File: config.mk
export PLATFORM = sky130hd
export DESIGN_NAME = watch_ui_sequencer
export DESIGN_NICKNAME = d
export VERILOG_FILES = /design/src/rtl/watch_ui_pkg.sv /design/src/rtl/btn_press_classifier.sv /design/src/rtl/watch_ui_sequencer.sv
export SDC_FILE = /design/constraint.sdc
export NUM_CORES = 1
export LEC_CHECK = 0
export CORE_MARGIN = 1.5
export CORE_UTILIZATION = 53
export DETAILED_ROUTE_END_ITERATION = 10
export PLACE_DENSITY = 0.73
export SYNTH_ARGS = -nofsm -noshare
export SYNTH_HDL_FRONTEND = slang
export SYNTH_HIERARCHICAL = 1
export SYNTH_SLANG_ARGS = --single-unit
File: constraint.sdc
create_clock -name clk -period 2.4 [get_ports clk]
set_clock_uncertainty 0.15 [all_clocks]
set_input_delay 0.36 -clock clk [delete_from_list [all_inputs] [get_ports clk]]
set_output_delay 0.36 -clock clk [all_outputs]
set_load 0.01 [all_outputs]
File: src/rtl/watch_ui_pkg.sv
// watch_ui_pkg: shared mode codes, UI state encoding, per-mode last-field table
// and mode LED patterns for the watch UI sequencer.
package watch_ui_pkg;

    typedef enum logic [1:0] {
        MODE_TIME  = 2'd0,
        MODE_DATE  = 2'd1,
        MODE_ALARM = 2'd2,
        MODE_SW    = 2'd3
    } mode_e;

    typedef enum logic {
        ST_VIEW = 1'b0,
        ST_SET  = 1'b1
    } state_e;

    localparam logic [3:0] LED_TIME  = 4'b1000;
    localparam logic [3:0] LED_DATE  = 4'b0100;
    localparam logic [3:0] LED_ALARM = 4'b0010;
    localparam logic [3:0] LED_SW    = 4'b0001;

    // Index of the final editable field in each settable mode.
    function automatic logic [1:0] last_field(input mode_e m);
        logic [1:0] lf;
        case (m)
            MODE_TIME:  lf = 2'd1;   // hh, mm
            MODE_DATE:  lf = 2'd1;   // mm, dd
            MODE_ALARM: lf = 2'd2;   // hh, mm, enable
            default:    lf = 2'd0;
        endcase
        return lf;
    endfunction

    function automatic logic [3:0] mode_led_of(input mode_e m);
        logic [3:0] led;
        case (m)
            MODE_TIME:  led = LED_TIME;
            MODE_DATE:  led = LED_DATE;
            MODE_ALARM: led = LED_ALARM;
            default:    led = LED_SW;
        endcase
        return led;
    endfunction

endpackage

File: src/rtl/btn_press_classifier.sv
// btn_press_classifier: turns a debounced button level into short/long press
// pulses. The hold counter advances on tick_1k while pressed and saturates at
// LONG_MS; a long event fires on the tick that reaches LONG_MS, a short event
// fires on the release cycle if the press never went long.
module btn_press_classifier #(
    parameter int unsigned LONG_MS = 1000
) (
    input  logic clk,
    input  logic rst,
    input  logic tick_1k,
    input  logic btn,
    output logic short_ev,
    output logic long_ev,
    output logic held_long
);

    localparam int unsigned    CW       = $clog2(LONG_MS + 1);
    localparam logic [CW-1:0]  LONG_CNT = CW'(LONG_MS);

    logic [CW-1:0] cnt_q;
    logic [CW-1:0] cnt_d;

    // Hold counter: clears on release, saturates at LONG_MS while held.
    always_comb begin
        cnt_d = cnt_q;
        if (!btn) begin
            cnt_d = '0;
        end else if (tick_1k && (cnt_q != LONG_CNT)) begin
            cnt_d = cnt_q + CW'(1);
        end
    end

    // Hold counter register.
    always_ff @(posedge clk or posedge rst) begin
        if (rst) begin
            cnt_q <= '0;
        end else begin
            cnt_q <= cnt_d;
        end
    end

    assign long_ev   = btn && tick_1k && (cnt_q == (LONG_CNT - CW'(1)));
    assign short_ev  = !btn && (cnt_q != '0) && (cnt_q != LONG_CNT);
    assign held_long = btn && (cnt_q == LONG_CNT);

endmodule

File: src/rtl/watch_ui_sequencer.sv
// watch_ui_sequencer: front-end controller for the four-mode watch. Classifies
// btn0/btn1 presses, owns the mode register and VIEW/SET state, and issues
// registered single-cycle command strobes plus stopwatch run/lap levels.
// Optional feature macro: AUTO_REPEAT_EN (btn1 held long in SET auto-repeats
// inc_stb every REPEAT_MS; without it a btn1 long press in SET is ignored).
module watch_ui_sequencer
    import watch_ui_pkg::*;
#(
    parameter int unsigned LONG_MS    = 1000,
    parameter int unsigned REPEAT_MS  = 200,
    parameter int unsigned TIMEOUT_MS = 10000,
    parameter int unsigned BLINK_MS   = 250
) (
    input  logic       clk,
    input  logic       rst,
    input  logic       tick_1k,
    input  logic       btn0,
    input  logic       btn1,
    output logic [1:0] mode,
    output logic [3:0] mode_led,
    output logic       setting,
    output logic [1:0] field,
    output logic       blink,
    output logic       inc_stb,
    output logic       commit_stb,
    output logic       cancel_stb,
    output logic       sw_run,
    output logic       sw_lap,
    output logic       sw_clr_stb
);

    localparam int unsigned   TW      = $clog2(TIMEOUT_MS + 1);
    localparam int unsigned   BW      = $clog2(BLINK_MS + 1);
    localparam logic [TW-1:0] TO_LAST = TW'(TIMEOUT_MS - 1);
    localparam logic [BW-1:0] BL_LAST = BW'(BLINK_MS - 1);

    logic b0_short, b0_long, b0_held_long;
    logic b1_short, b1_long, b1_held_long;
    logic b0_ev, any_ev;

    btn_press_classifier #(.LONG_MS(LONG_MS)) u_cls_b0 (
        .clk       (clk),
        .rst       (rst),
        .tick_1k   (tick_1k),
        .btn       (btn0),
        .short_ev  (b0_short),
        .long_ev   (b0_long),
        .held_long (b0_held_long)
    );

    btn_press_classifier #(.LONG_MS(LONG_MS)) u_cls_b1 (
        .clk       (clk),
        .rst       (rst),
        .tick_1k   (tick_1k),
        .btn       (btn1),
        .short_ev  (b1_short),
        .long_ev   (b1_long),
        .held_long (b1_held_long)
    );

    assign b0_ev  = b0_short | b0_long;
    assign any_ev = b0_ev | b1_short | b1_long;

    state_e        state_q, state_d;
    mode_e         mode_q, mode_d;
    logic [3:0]    led_q, led_d;
    logic [1:0]    field_q, field_d;
    logic          blink_q, blink_d;
    logic [BW-1:0] bl_cnt_q, bl_cnt_d;
    logic [TW-1:0] to_cnt_q, to_cnt_d;
    logic          inc_q, inc_d;
    logic          commit_q, commit_d;
    logic          cancel_q, cancel_d;
    logic          clr_q, clr_d;
    logic          run_q, run_d;
    logic          lap_q, lap_d;
    logic          rep_fire;

`ifdef AUTO_REPEAT_EN
    localparam int unsigned   RW      = $clog2(REPEAT_MS + 1);
    localparam logic [RW-1:0] RP_LAST = RW'(REPEAT_MS - 1);

    logic          rep_act_q, rep_act_d;
    logic [RW-1:0] rep_cnt_q, rep_cnt_d;
    logic          unused_cfg;

    assign unused_cfg = b0_held_long;
`else
    logic          unused_cfg;

    assign unused_cfg = b0_held_long ^ b1_held_long ^ (REPEAT_MS == 0);
`endif

    // Next-state logic: event arbitration (btn0 wins), mode/SET FSM, blink,
    // timeout and optional auto-repeat.
    always_comb begin
        state_d  = state_q;
        mode_d   = mode_q;
        field_d  = field_q;
        blink_d  = blink_q;
        bl_cnt_d = bl_cnt_q;
        to_cnt_d = to_cnt_q;
        inc_d    = 1'b0;
        commit_d = 1'b0;
        cancel_d = 1'b0;
        clr_d    = 1'b0;
        run_d    = run_q;
        lap_d    = lap_q;
        rep_fire = 1'b0;
`ifdef AUTO_REPEAT_EN
        rep_act_d = rep_act_q;
        rep_cnt_d = rep_cnt_q;
`endif

        case (state_q)
            ST_VIEW: begin
                if (b0_short) begin
                    mode_d = mode_e'(mode_q + 2'd1);
                end else if (b0_long) begin
                    if (mode_q == MODE_SW) begin
                        clr_d = 1'b1;
                        run_d = 1'b0;
                        lap_d = 1'b0;
                    end else begin
                        state_d  = ST_SET;
                        field_d  = '0;
                        blink_d  = 1'b0;
                        bl_cnt_d = '0;
                        to_cnt_d = '0;
                    end
                end else if (b1_short) begin
                    if (mode_q == MODE_SW) run_d = ~run_q;
                end else if (b1_long) begin
                    if (mode_q == MODE_SW) lap_d = ~lap_q;
                end
            end

            ST_SET: begin
                if (tick_1k) begin
                    if (bl_cnt_q == BL_LAST) begin
                        bl_cnt_d = '0;
                        blink_d  = ~blink_q;
                    end else begin
                        bl_cnt_d = bl_cnt_q + BW'(1);
                    end
                end

                if (any_ev) begin
                    to_cnt_d = '0;
                end else if (tick_1k) begin
                    to_cnt_d = to_cnt_q + TW'(1);
                end

`ifdef AUTO_REPEAT_EN
                // Repeat runs off the saturated hold state so release simply ends it.
                if (rep_act_q) begin
                    if (!b1_held_long) begin
                        rep_act_d = 1'b0;
                    end else if (tick_1k) begin
                        if (rep_cnt_q == RP_LAST) begin
                            rep_cnt_d = '0;
                            inc_d     = 1'b1;
                            to_cnt_d  = '0;
                            rep_fire  = 1'b1;
                        end else begin
                            rep_cnt_d = rep_cnt_q + RW'(1);
                        end
                    end
                end
`endif

                if (b0_short) begin
                    if (field_q == last_field(mode_q)) begin
                        commit_d = 1'b1;
                        state_d  = ST_VIEW;
                    end else begin
                        field_d  = field_q + 2'd1;
                        blink_d  = 1'b0;
                        bl_cnt_d = '0;
                    end
                end else if (b0_long) begin
                    cancel_d = 1'b1;
                    state_d  = ST_VIEW;
                end else if (b1_short) begin
                    inc_d = 1'b1;
`ifdef AUTO_REPEAT_EN
                end else if (b1_long) begin
                    inc_d     = 1'b1;
                    rep_act_d = 1'b1;
                    rep_cnt_d = '0;
`endif
                end else if (!any_ev && !rep_fire && tick_1k && (to_cnt_q == TO_LAST)) begin
                    cancel_d = 1'b1;
                    state_d  = ST_VIEW;
                end
            end

            default: begin
                state_d = ST_VIEW;
            end
        endcase

        // Every path back to VIEW leaves the SET bookkeeping idle.
        if (state_d == ST_VIEW) begin
            field_d  = '0;
            blink_d  = 1'b0;
            bl_cnt_d = '0;
            to_cnt_d = '0;
`ifdef AUTO_REPEAT_EN
            rep_act_d = 1'b0;
            rep_cnt_d = '0;
`endif
        end

        led_d = mode_led_of(mode_d);
    end

    // FSM state, counters and all registered outputs.
    always_ff @(posedge clk or posedge rst) begin
        if (rst) begin
            state_q  <= ST_VIEW;
            mode_q   <= MODE_TIME;
            led_q    <= LED_TIME;
            field_q  <= '0;
            blink_q  <= 1'b0;
            bl_cnt_q <= '0;
            to_cnt_q <= '0;
            inc_q    <= 1'b0;
            commit_q <= 1'b0;
            cancel_q <= 1'b0;
            clr_q    <= 1'b0;
            run_q    <= 1'b0;
            lap_q    <= 1'b0;
`ifdef AUTO_REPEAT_EN
            rep_act_q <= 1'b0;
            rep_cnt_q <= '0;
`endif
        end else begin
            state_q  <= state_d;
            mode_q   <= mode_d;
            led_q    <= led_d;
            field_q  <= field_d;
            blink_q  <= blink_d;
            bl_cnt_q <= bl_cnt_d;
            to_cnt_q <= to_cnt_d;
            inc_q    <= inc_d;
            commit_q <= commit_d;
            cancel_q <= cancel_d;
            clr_q    <= clr_d;
            run_q    <= run_d;
            lap_q    <= lap_d;
`ifdef AUTO_REPEAT_EN
            rep_act_q <= rep_act_d;
            rep_cnt_q <= rep_cnt_d;
`endif
        end
    end

    assign mode       = mode_q;
    assign mode_led   = led_q;
    assign setting    = (state_q == ST_SET);
    assign field      = field_q;
    assign blink      = blink_q;
    assign inc_stb    = inc_q;
    assign commit_stb = commit_q;
    assign cancel_stb = cancel_q;
    assign sw_run     = run_q;
    assign sw_lap     = lap_q;
    assign sw_clr_stb = clr_q;

endmodule

Word level (Yosys, flattened, before mapping)
Index checks and enable logic that the tools add are counted.
{ "op_classes": {"n_mux": 75, "n_reduce_logical": 27, "bitwise_logic": 8, "n_addsub": 6, "n_eq_ne": 21} }
{ "op_table": {"columns": ["op", "count"], "rows": [
  ["14-bit two-way mux", 6],
  ["8-bit two-way mux", 8],
  ["1-bit two-way mux", 40],
  ["10-bit two-way mux", 4],
  ["14-bit case mux with 2 select lines", 1],
  ["10-bit by 1-bit adder with 10-bit output, second input constant", 2],
  ["10-bit == test, second input constant", 2],
  ["2-bit two-way mux", 10],
  ["10-bit != test, second input constant", 2],
  ["10-bit nonzero test", 2],
  ["8-bit case mux with 2 select lines", 1],
  ["3-bit != test, second input constant", 5],
  ["14-bit by 1-bit adder with 14-bit output, second input constant", 1],
  ["14-bit == test, second input constant", 1],
  ["1-bit logical AND", 12],
  ["4-bit case mux with 3 select lines", 1],
  ["5-bit AND reduction", 2],
  ["8-bit by 1-bit adder with 8-bit output, second input constant", 1],
  ["8-bit == test, second input constant", 1],
  ["2-bit case mux with 2 select lines", 2],
  ["4-bit AND reduction", 2],
  ["2-bit == test, second input constant", 3],
  ["1-bit inverter", 5],
  ["2-bit by 1-bit adder with 2-bit output, second input constant", 2],
  ["other kinds (12)", 21]
]} }
{ "word_totals": {"input_bits": 5, "regBits": 58, "output_inout_bits": 16, "wordCells": 152} }

Logic depth before layout (Yosys ltp)
{ "depth": {"word_depth": 16, "mapped_depth": 11, "mapped_depth_nobuf": 9} }

Hierarchy
The synthesis kept the hierarchy.
{ "by_module_without_submodules": {"columns": ["module", "n_inst", "seq_area_each_um2", "area_per_inst_um2", "cells_each"], "rows": [
  ["watch_ui_sequencer", 1, 952.2, 1863.0, 184],
  ["btn_press_classifier at u_cls_b0", 1, 250.2, 679.4, 72],
  ["btn_press_classifier at u_cls_b1", 1, 250.2, 644.4, 71]
]} }

Worst setup path before layout
OpenSTA, ideal clock, no wires.
{ "synth_path": {"kind": "reg-to-reg", "from": "register u_cls_b0.cnt_q[0]", "to": "register to_cnt_q[10]", "arrival_time_ps": 2298, "path_buffers": 2, "setup_ps": 121, "path_stages_with_launch": 12, "period_less_slack_ps": 2569, "required_ps": 2129, "setup_slack_ps": -169, "cell_sequence": "dfrtp_1 -> inv_1 -> ha_1 -> and3b_2 -> clkbuf_1 -> and3_1 -> nor3_1 -> nor3b_1 -> nor2b_1 -> o21ai_1 -> buf_2 -> nor2_1"} }
{ "synth_via": {"elab_chain_len": 16, "word_cells_on_any_way": 27, "classes_between": "6 x eq/ne; 10 x mux; 3 x bitwise; 8 x reduce/logical"} }
{ "synth_lines": {"columns": ["element", "line_no", "rtl"], "rows": [
  ["start, declared", "btn_press_classifier.sv:20", "logic [CW-1:0] cnt_q;"],
  ["start signal, assigned", "btn_press_classifier.sv:38", "cnt_q <= cnt_d;"],
  ["10-bit nonzero test", "btn_press_classifier.sv:43", "assign short_ev = !btn && (cnt_q != '0) && (cnt_q != LONG_CNT);"],
  ["1-bit logical AND", "btn_press_classifier.sv:43", null],
  ["1-bit logical AND (*)", "btn_press_classifier.sv:43", null],
  ["named net b0_short", "watch_ui_sequencer.sv:37", "logic b0_short, b0_long, b0_held_long;"],
  ["1-bit OR", "watch_ui_sequencer.sv:61", "assign b0_ev = b0_short | b0_long;"],
  ["1-bit OR (2 in series)", "watch_ui_sequencer.sv:62", "assign any_ev = b0_ev | b1_short | b1_long;"],
  ["1-bit zero test", "watch_ui_sequencer.sv:192", "end else if (!any_ev && !rep_fire && tick_1k && (to_cnt_q == TO_LAST)) begin"],
  ["1-bit logical AND (2 in series)", "watch_ui_sequencer.sv:192", null],
  ["1-bit two-way mux", "watch_ui_sequencer.sv:192", null],
  ["1-bit two-way mux", "watch_ui_sequencer.sv:184", "end else if (b1_short) begin"],
  ["1-bit two-way mux", "watch_ui_sequencer.sv:181", "end else if (b0_long) begin"],
  ["1-bit two-way mux", "watch_ui_sequencer.sv:172", "if (b0_short) begin"],
  ["1-bit case mux with 2 select lines", "watch_ui_sequencer.sv:115", "case (state_q)"],
  ["4-bit != test (no source line) / 3-bit != test (equally long branches)", null, null],
  ["4-bit AND reduction (no source line)", null, null],
  ["end signal, assigned", "watch_ui_sequencer.sv:245", "to_cnt_q <= to_cnt_d;"],
  ["end, declared", "watch_ui_sequencer.sv:70", "logic [TW-1:0] to_cnt_q, to_cnt_d;"]
]} }
The timed path passes the listed nets; every way through them passes the cells marked *.
A chain may end at the register's enable or synchronous reset.

Worst setup path in the final report
{ "layout_path": {"from": "register u_cls_b0.cnt_q[0]", "to": "register to_cnt_q[3]"} }
Same word-level chain as after synthesis.

==> results.tsv <==
metric	value	unit
dp.final_hpwl	4860	microns
final_util	68.4	%
ff_latch_area	1460	sq um
timing_worst_setup_path_type	flip-flop to flip-flop	
setup_viol_count_final	0	
status	finished, final reports clean	
tritoncts	done	
grt_pass1_vias	2529	
mostFrequentLayoutCells	55 x dfrtp_1, 36 x buf_4, 30 x nor2_1, 20 x clkdlybuf4s50_1	
cell_at_the_slowest_stage_of_the_critical_path	dfrtp_1	
ctsHoldBuffers	0	
synth_warnings	6	
drtIter0Drc	123	
static-leakage-power	1.64	nW
cts_made_buffers	9	
global_route.peak_usage_layer	met2	
final-max-slew-violation-count	0	
drcViolationCount	0	
post-layout-total-power	2.84	mW
globalRouteMet1Util	31.2	%
max-cap-violations	0	
cts-root-buf	clkbuf_8	
totalWireLength	7010	microns
route.vias.total	2640	
layout_min_cycle_time	2.34	ns
cell_mode_on_critical_path	buf_4	
setup.worst_path.end_class	flip-flop	
use_met3	4.09	%
cts.reportedPaths.clkPinSlew	0.07	ns
multi_input_combinational_cell_area	1650	sq um
die_x	80.4	microns
worst_ep_required_time	2.47	ns
die_h	80.4	microns
timing.critical_path.arrival	2.41	ns
pin_count	21	
grt_antenna_before_repair	0	
instances_no_fill	463	
critical_path.max_fanout	8	
gp_congestion	0.842	
drtPass1Iterations	4	
syn_to_final_growth	26.1	%
synth_area_per_cell	9.77	sq um
max-clock-path-buffers	2	
use_met2	37.9	%
placement_rows	28	
fill_cells	470	
first_pass_grt_wire_length	11800	microns
start_util	54.3	%
wire_per_inst	15.1	microns
layout_commonest_cell	dfrtp_1	
timing.final.hold_violations	0	
timing.critical_path.from_type	flip-flop	
power.density	709	nW/um^2
finish.net_count	399	
place.port_buffers	20	
synth_fp_nets	341	
vdd_drop_max	0.637	mV
diodes	0	
clk_latency	0.34	ns
slew-limit-headroom	67.5	%
floorplan.core_area	5850	sq um
cts_num_sinks	58	
grt_overflow	0	
antenna_left	0	
clock.fmax	427	MHz
timing.critical_path.slowest_cell_delay	0.34	ns
post_drt_via_cell_ratio	5.70	
place_inst	444	
level_count_of_the_clock_h_tree	3	
fp.dieArea	6460	sq um
holdWs	0.216	ns
share_of_cells_above_drive_strength_1	19.1	%
max_slew.worst_pin.slew	0.487	ns
grt_max_degree	39	
worstHoldPathType	primary input to async pin	
grt_setup_unrepaired	true	
synthCells	325	
path_cells	inv_1 -> ha_1 -> and3b_2 -> and3_4 -> nor3_4 -> buf_4 -> nor3b_2 -> buf_4 -> nor2b_1 -> o21ai_1 -> buf_4 -> nor2_1	
grt_usage	23.6	%
period_share	97.5	%
netlist_area	3170	sq um
-- cell type report --
class                      instances  area share, %
clock buffer                      12           3.88
clock inverter                     4           2.44
inverter                          18           1.69
multi-input combinational        239           41.2
sequential                        58           36.4
tap                               75           2.35
timing repair buffer              57           12.0
-- worst max-delay path: cells and delay by family (launching register included) --
kind | cells | cell delay [ns]
adder cells (fa/ha/maj) | 1 | 0.21
AND/OR/NAND/NOR | 6 | 0.82
AO/OA/AOI/OAI | 1 | 0.12
flip-flops | 1 | 0.34
buffers and inverters | 4 | 0.58
-- metrics by stage --
stage	area, sq um	setup WS, ns	setup TNS [ns]
4_1_cts	3950	0.0432	0
6_report	4000	0.0603	0
3_5_place_dp	3680	-0.116	-1.82
5_1_grt	4000	-0.0515	-0.610
3_3_place_gp	3680	-0.0366	-0.310
2_1_floorplan	3190	0.00121	0
-- layer usage --
metal	vias to the layer above	routed length [microns]
met5	-	0
met4	0	80
met3	8	206
met2	36	3600
met1	1311	3120
li1	1285	-
-- flip-flops by register name (all words and copies together), names as in the netlist, 2 cells and up --
register and count:
bl_cnt_q 8, field 2, mode 2, mode_led 4
to_cnt_q 14, u_cls_b0/cnt_q 10, u_cls_b1/cnt_q 10
-- path summary, 6_finish.rpt --
path | slack, ns | to | depth (start not counted) | from
min in group clk | 0.34 | sw_lap | 1 | sw_lap
min | 0.22 | u_cls_b1/cnt_q[7] | 2 | rst
max in group asynchronous | 1.38 | mode_led[3] | 3 | rst
min reg2reg | 0.34 | sw_lap | 1 | sw_lap
max | 0.06 | to_cnt_q[3] | 12 | u_cls_b0/cnt_q[0]
max reg2reg | 0.06 | to_cnt_q[3] | 12 | u_cls_b0/cnt_q[0]
-- report_power, final --
group          switching, mW  leakage [nW]  internal, mW
Combinational          0.318         0.731         0.283
Clock                  0.390         0.123         0.747
Sequential            0.0455         0.789          1.05
Total                  0.754          1.64          2.08
-- what timing repair did --
| item | CTS | global route |
|---|---|---|
| resized for setup | 3 | 8 |
| endpoints found under the setup margin | 15 | 28 |
| buffers inserted | 1 | 2 |
| hold endpoints to repair | 0 | 0 |
| pin swaps | 2 | 1 |
Power figures use the tool's default switching activity.
